===== config.mk =====
export PLATFORM = sky130hd
export DESIGN_NAME = lcd_bus_monitor
export DESIGN_NICKNAME = d
export VERILOG_FILES = /design/src/rtl/lcd_bus_monitor.sv
export SDC_FILE = /design/constraint.sdc
export NUM_CORES = 1
export LEC_CHECK = 0
export ABC_AREA = 0
export BUFFER_PORTS_ARGS = -buffer_cell sky130_fd_sc_hd__clkbuf_2
export CORE_UTILIZATION = 56
export CTS_CLUSTER_DIAMETER = 50
export CTS_CLUSTER_SIZE = 20
export DETAILED_ROUTE_END_ITERATION = 16
export PLACE_DENSITY = 0.75
export SYNTH_ARGS = -nofsm -noshare
export SYNTH_HDL_FRONTEND = slang
export SYNTH_SLANG_ARGS = --single-unit

===== constraint.sdc =====
create_clock -name clk -period 2.2 [get_ports clk]
set_input_delay 0.11 -clock clk [delete_from_list [all_inputs] [get_ports clk]]
set_output_delay 0.11 -clock clk [all_outputs]
set_load 0.02 [all_outputs]

===== src/rtl/lcd_bus_monitor.sv =====
// Receive-side monitor for the HD44780 write bus: decodes strobes and mirrors the 2x16 DDRAM.
// Define LCD_MON_BUSY_CHECK_EN to enforce instruction busy times and flag writes that violate them.
module lcd_bus_monitor #(
    parameter int unsigned BUSY_CYC  = 2000,
    parameter int unsigned CLEAR_CYC = 76500
) (
    input  logic       clk,
    input  logic       rst,
    input  logic       i_lcd_rs,
    input  logic       i_lcd_rw,
    input  logic       i_lcd_e,
    input  logic [7:0] i_lcd_data,
    input  logic [4:0] i_rd_addr,
    output logic [7:0] o_rd_char,
    output logic [6:0] o_cur_addr,
    output logic       o_disp_on,
    output logic       o_busy,
    output logic       o_cmd_valid,
    output logic [8:0] o_cmd_code,
    output logic       o_err_busy
);

    typedef enum logic [1:0] {StIdle, StClear, StBusy} state_e;

    if (CLEAR_CYC < 32 || BUSY_CYC == 0) begin : g_param_check
        $error("lcd_bus_monitor: CLEAR_CYC must be >= 32 and BUSY_CYC must be > 0");
    end

    state_e     state_q, state_d;
    logic       e_q;
    logic [7:0] mem_q [32];
    logic [7:0] mem_d [32];
    logic [6:0] addr_q, addr_d;
    logic       inc_q, inc_d;
    logic       disp_q, disp_d;
    logic [4:0] sweep_q, sweep_d;
    logic       valid_q, valid_d;
    logic [8:0] code_q, code_d;

    logic       wr_stb;
    logic       fire;
    logic       fire_rs;
    logic [7:0] fire_data;
    logic       is_clear;

    // DDRAM counter step; the two rows are 0x00-0x27 and 0x40-0x67 and wrap into each other.
    function automatic logic [6:0] addr_step(input logic [6:0] a, input logic up);
        if (up) begin
            if (a == 7'h27)      addr_step = 7'h40;
            else if (a == 7'h67) addr_step = 7'h00;
            else                 addr_step = a + 7'd1;
        end else begin
            if (a == 7'h00)      addr_step = 7'h67;
            else if (a == 7'h40) addr_step = 7'h27;
            else                 addr_step = a - 7'd1;
        end
    endfunction

    assign wr_stb   = e_q & ~i_lcd_e & ~i_lcd_rw;
    assign is_clear = fire & ~fire_rs & (fire_data == 8'h01);

`ifdef LCD_MON_BUSY_CHECK_EN
    localparam int unsigned CntMax = (BUSY_CYC > CLEAR_CYC) ? BUSY_CYC : CLEAR_CYC;
    localparam int unsigned CntW   = $clog2(CntMax + 1);

    logic [CntW-1:0] cnt_q, cnt_d;
    logic            err_q, err_d;

    assign fire      = wr_stb & (state_q == StIdle);
    assign fire_rs   = i_lcd_rs;
    assign fire_data = i_lcd_data;

    always_comb begin
        err_d = err_q | (wr_stb & (state_q != StIdle));
        cnt_d = cnt_q;
        if (is_clear) begin
            cnt_d = CntW'(CLEAR_CYC);
        end else if (fire) begin
            cnt_d = CntW'(BUSY_CYC);
        end else if (cnt_q != '0) begin
            cnt_d = cnt_q - 1'b1;
        end
    end

    always_ff @(posedge clk) begin
        if (rst) begin
            cnt_q <= '0;
            err_q <= 1'b0;
        end else begin
            cnt_q <= cnt_d;
            err_q <= err_d;
        end
    end

    assign o_err_busy = err_q;
`else
    logic       pend_v_q, pend_v_d;
    logic       pend_rs_q, pend_rs_d;
    logic [7:0] pend_data_q, pend_data_d;

    // A held strobe runs first once idle; a strobe arriving in that cycle takes its place.
    assign fire      = (state_q == StIdle) & (pend_v_q | wr_stb);
    assign fire_rs   = pend_v_q ? pend_rs_q : i_lcd_rs;
    assign fire_data = pend_v_q ? pend_data_q : i_lcd_data;

    always_comb begin
        pend_v_d    = pend_v_q;
        pend_rs_d   = pend_rs_q;
        pend_data_d = pend_data_q;
        if (wr_stb && (state_q != StIdle || pend_v_q)) begin
            pend_v_d    = 1'b1;
            pend_rs_d   = i_lcd_rs;
            pend_data_d = i_lcd_data;
        end else if (fire && pend_v_q) begin
            pend_v_d = 1'b0;
        end
    end

    always_ff @(posedge clk) begin
        if (rst) begin
            pend_v_q    <= 1'b0;
            pend_rs_q   <= 1'b0;
            pend_data_q <= 8'h00;
        end else begin
            pend_v_q    <= pend_v_d;
            pend_rs_q   <= pend_rs_d;
            pend_data_q <= pend_data_d;
        end
    end

    assign o_err_busy = 1'b0;
`endif

    // FSM: state register
    always_ff @(posedge clk) begin
        if (rst) state_q <= StIdle;
        else     state_q <= state_d;
    end

    // FSM: next state
    always_comb begin
        state_d = state_q;
        unique case (state_q)
            StIdle: begin
                if (is_clear) state_d = StClear;
`ifdef LCD_MON_BUSY_CHECK_EN
                else if (fire) state_d = StBusy;
`endif
            end
            StClear: begin
                if (sweep_q == 5'd31) begin
`ifdef LCD_MON_BUSY_CHECK_EN
                    state_d = (cnt_q == 1) ? StIdle : StBusy;
`else
                    state_d = StIdle;
`endif
                end
            end
            StBusy: begin
`ifdef LCD_MON_BUSY_CHECK_EN
                if (cnt_q <= 1) state_d = StIdle;
`else
                state_d = StIdle;
`endif
            end
            default: state_d = StIdle;
        endcase
    end

    // FSM: outputs
    always_comb begin
        o_busy = (state_q != StIdle);
    end

    always_comb begin
        mem_d   = mem_q;
        addr_d  = addr_q;
        inc_d   = inc_q;
        disp_d  = disp_q;
        sweep_d = sweep_q;
        valid_d = fire;
        code_d  = code_q;
        if (state_q == StClear) begin
            mem_d[sweep_q] = 8'h20;
            sweep_d        = sweep_q + 5'd1;
        end
        if (fire) begin
            code_d = {fire_rs, fire_data};
            if (fire_rs) begin
                if (addr_q[5:4] == 2'b00) mem_d[{addr_q[6], addr_q[3:0]}] = fire_data;
                addr_d = addr_step(addr_q, inc_q);
            end else if (fire_data[7]) begin
                addr_d = fire_data[6:0];
            end else if (fire_data[6] || fire_data[5]) begin
                addr_d = addr_q;
            end else if (fire_data[4]) begin
                if (!fire_data[3]) addr_d = addr_step(addr_q, fire_data[2]);
            end else if (fire_data[3]) begin
                disp_d = fire_data[2];
            end else if (fire_data[2]) begin
                inc_d = fire_data[1];
            end else if (fire_data[1]) begin
                addr_d = 7'h00;
            end else if (fire_data[0]) begin
                addr_d  = 7'h00;
                inc_d   = 1'b1;
                sweep_d = 5'd0;
            end
        end
    end

    always_ff @(posedge clk) begin
        if (rst) begin
            e_q     <= 1'b0;
            addr_q  <= 7'h00;
            inc_q   <= 1'b1;
            disp_q  <= 1'b0;
            sweep_q <= 5'd0;
            valid_q <= 1'b0;
            code_q  <= 9'h000;
            for (int i = 0; i < 32; i++) mem_q[i] <= 8'h20;
        end else begin
            e_q     <= i_lcd_e;
            addr_q  <= addr_d;
            inc_q   <= inc_d;
            disp_q  <= disp_d;
            sweep_q <= sweep_d;
            valid_q <= valid_d;
            code_q  <= code_d;
            mem_q   <= mem_d;
        end
    end

    assign o_rd_char   = mem_q[i_rd_addr];
    assign o_cur_addr  = addr_q;
    assign o_disp_on   = disp_q;
    assign o_cmd_valid = valid_q;
    assign o_cmd_code  = code_q;

endmodule


==> parameters.txt <==
Parameter                              Value

Worst setup path
  Largest fanout on the critical path    2
  Critical Path Sink Type    output pin
  Worst Setup Start Kind    flop
  Arr. time, crit path    2380 ps
  Required @ worst endpoint    2090 ps
  Category of the critical setup timing path    flop to output pin

Global routing
  Total global routing track utilization    0.326
  Grt peak-use layer    met2
  Initial antenna violation count    0
  GRT Residual Overflow    0
  Met1 usage    0.455
  Global-route wire length before repair    60000 um
  Pin count of the biggest net entering global routing    67
  GR Layer Usage met3    0.0613
  Met2 track utilization from global routing    0.485
  Vias in the first global route    10500

Cells and area
  Register area    0.00587 sq mm
  Footprint of the multi-input gates    0.00676 sq mm
  Share of cells above drive strength 1    0.220
  Fill cell instance count of the final layout    1738
  Final non-filler cell total    1792
  Number of nets at the end of the flow    1482
  Number of antenna diodes    0
  Area Overhead vs Synth    17.2%

Clocking
  CTS Sinks    292
  CTS Root Buffer Type    sky130_fd_sc_hd__clkbuf_16
  Number of buffers on the longest clock path    3
  TritonCTS clock tree    done
  Clock Pin Slew Worst Setup and Hold Paths    70 ps
  Clock insertion delay at the later pin of the skew report    580 ps
  Clock buffer count from CTS    30
  Depth of the CTS H-tree    1

STA
  Fmax achieved    401 MHz
  Post-route minimum period    2490 ps
  Total Negative Setup Slacks    -2150 ps
  Endpoints failing hold    0
  Final setup fails    8
  Headroom to the max-slew limit    0.376
  Count of pins over their slew limit    0
  RSZ-0062 raised after global routing    true
  Final Hold Slack    96.0 ps
  Ratio of final minimum period to clock period    1.13
  Worst Max-Slew Pin Slew    936 ps
  Final setup margin    -293 ps
  Clock skew after layout    21.7 ps

Status
  Result of the run    finished with violations
  Violations in the final reports    negative setup slack

Hold path
  Worst hold-check path type    primary input to flop

Run
  Total of max-cap violations    0

Drt
  Antenna Violating Nets Remaining    0
  WL per Instance    21.9 um
  Number of iterations in the first detailed-routing pass    5
  Post-route DRC violation count    0
  Starting DRC count in detailed routing    1346
  Total wirelength of the detailed-routed design    39300 um
  Routed via count    11400
  Vias per cell    6.39

Power and ir drop
  Comb power frac    0.060
  Share of power burned in registers    0.468
  Net switching power of the design    3.04 mW
  Worst vdd rail ir drop    0.800 mV
  P per Cell Area    736 mW/mm^2
  Static leakage    5.70 nW
  Fraction of power consumed by the clock network    0.473
  Share of total power consumed by net switching    0.268
  Internal cell power    8.29 mW

Die
  # IOs    46
  Placement row count    55
  Die outline height    155 um
  Chip width    155 um
  Area of the placeable core    0.0228 sq mm
  Starting utilization of the core area    0.575
  Area of the die    0.0241 sq mm

Synth
  Dominant cell type by area after synthesis    sky130_fd_sc_hd__dfxtp_1
  Netlist cell types    61
  Number of enable flip-flop cells after synthesis    0
  Mapped Area    0.0131 sq mm
  Post-synthesis net count    1429
  Share of flip-flops with an asynchronous set or reset after synthesis    0
  Mean area per synthesized cell    9.37 sq um
  Fraction of synthesized cell area taken by the top area cell type    0.445
  Number of cells produced by synthesis    1402
  Cell types with the largest area share after synthesis    sky130_fd_sc_hd__dfxtp_1 (45%), sky130_fd_sc_hd__mux4_2 (14%), sky130_fd_sc_hd__nand3_1 (7.3%)
  Sequential cell area fraction in the yosys report    0.445
  Register bit total from synthesis    292
  Count of warnings emitted by yosys    0
  Most instantiated flip-flop cell in the synthesis netlist    sky130_fd_sc_hd__dfxtp_1

Placed design
  Detail Placement HPWL    25600 um
  Final GP Congestion    0.904
  Count of input and output buffers    44
  Placed cell count    1722
-- per-layer routing --
metal / routed length (um) / part of all wire
met2: 16900 / 0.43
met5: 0 / 0
met1: 16100 / 0.41
met3: 4290 / 0.11
met4: 2000 / 0.051
-- worst paths after layout --
check / slack, ps / end / cells past startpoint / start
worst max-delay path: -290 / o_rd_char[6] / 4 / mem_q[102]
worst min-delay path: 100 / pend_data_q[0] / 2 / rst
worst min register to register: 470 / mem_q[197] / 2 / mem_q[197]
worst max register to register: 100 / o_cur_addr[1] / 7 / pend_v_q
-- cell usage in the layout, fill, tap and decap left out, types with 4 or more instances in the layout --
cell / n
sky130_fd_sc_hd__ha_1: 9
sky130_fd_sc_hd__nand2_1: 21
sky130_fd_sc_hd__dlygate4sd3_1: 10
sky130_fd_sc_hd__a211oi_1: 9
sky130_fd_sc_hd__nor3b_1: 4
sky130_fd_sc_hd__nand2b_1: 18
sky130_fd_sc_hd__clkbuf_2: 34
sky130_fd_sc_hd__nor2_1: 161
sky130_fd_sc_hd__a21oi_1: 35
sky130_fd_sc_hd__inv_8: 6
sky130_fd_sc_hd__clkbuf_16: 31
sky130_fd_sc_hd__o21ai_1: 5
sky130_fd_sc_hd__and2_1: 8
sky130_fd_sc_hd__xor2_1: 4
sky130_fd_sc_hd__a31oi_1: 80
sky130_fd_sc_hd__nand3_2: 9
sky130_fd_sc_hd__o21ai_0: 181
sky130_fd_sc_hd__nand3b_1: 8
sky130_fd_sc_hd__inv_1: 34
sky130_fd_sc_hd__and3_1: 6
sky130_fd_sc_hd__nand4_1: 5
sky130_fd_sc_hd__nor2b_1: 7
sky130_fd_sc_hd__dfxtp_1: 276
sky130_fd_sc_hd__xnor2_1: 4
sky130_fd_sc_hd__nand3_1: 182
sky130_fd_sc_hd__buf_8: 5
sky130_fd_sc_hd__clkinv_8: 6
sky130_fd_sc_hd__mux2_4: 9
sky130_fd_sc_hd__mux2_2: 5
sky130_fd_sc_hd__dfxtp_2: 16
sky130_fd_sc_hd__or2_2: 5
sky130_fd_sc_hd__buf_12: 11
sky130_fd_sc_hd__nor3_1: 31
sky130_fd_sc_hd__buf_4: 78
sky130_fd_sc_hd__mux2i_1: 24
sky130_fd_sc_hd__inv_6: 5
sky130_fd_sc_hd__mux4_2: 80
-- metrics by stage --
step / instance area [sq um] / utilization / worst slack (ps) / power (mW)
2_1_floorplan: 13100 / - / 13.6 / 5.80
3_3_place_gp: 14000 / 0.614 / 47.5 / 6.06
3_5_place_dp: 14000 / 0.614 / 39.7 / 6.06
4_1_cts: 15300 / 0.668 / -286 / 11.3
5_1_grt: 15400 / 0.674 / -310 / 11.6
6_report: 15400 / 0.674 / -293 / 11.3
-- power groups by stage --
stage	Combinational, mW	Sequential [mW]	Clock (mW)
5_1_grt	0.709	5.30	5.62
3_3_place_gp	0.632	5.42	0
6_report	0.675	5.30	5.35
4_1_cts	0.657	5.30	5.38
2_1_floorplan	0.363	5.44	0
3_5_place_dp	0.638	5.42	0
-- kinds of logic (layout without fill, tap and decap cells) --
kind of cell / Yosys count / in the layout / synth area share
flops: 292 / 292 / 0.445
other cells: 1 / 1 / 0.000285
simple gates: 484 / 484 / 0.181
xor+xnor: 8 / 8 / 0.00533
mux: 119 / 119 / 0.169
fa+ha+maj: 9 / 9 / 0.00857
buf+inv: 154 / 231 / 0.0476
compound gates: 335 / 335 / 0.144
-- synth_stat cells, drive strengths merged (8+ instances only) --
cell,number
buf,30
inv,34
nand2b,20
a21oi,35
dfxtp,292
nand3,191
ha,9
nor2,163
mux4,80
a31oi,80
a211oi,9
o21ai,187
mux2,14
nor3,32
and2,8
nand3b,8
mux2i,25
clkbuf,90
nand2,21
-- worst max-delay path, cell delays in order (launching register included) --
cell                      delay, ps
sky130_fd_sc_hd__dfxtp_2        320
sky130_fd_sc_hd__mux4_2         520
sky130_fd_sc_hd__mux4_2         540
sky130_fd_sc_hd__mux2_4         300
sky130_fd_sc_hd__buf_8          130
-- layout make-up --
cell class | instances | share of cell area
Clock buffer | 32 | 0.0506
Clock inverter | 24 | 0.0182
Inverter | 34 | 0.00829
Multi-Input combinational cell | 956 | 0.439
Sequential cell | 292 | 0.381
Tap cell | 313 | 0.0254
Timing Repair Buffer | 141 | 0.0770
-- sequential cells by signal (all words and copies together) (netlist names) --
signal / flops
pend_rs_q: 1
sweep_q: 5
o_cmd_valid: 1
pend_data_q: 8
o_cur_addr: 7
e_q: 1
o_disp_on: 1
pend_v_q: 1
o_cmd_code: 9
state_q: 1
mem_q: 256
inc_q: 1
-- what timing repair did --
item | in CTS | in global routing
setup endpoints to repair | 8 | 75
hold buffers | 10 | 0
endpoints found under the hold margin | 10 | 0
gates cloned | 0 | 0
resized for setup | 21 | 40
setup buffers | 1 | 3
(Power assumes the default switching activity.)
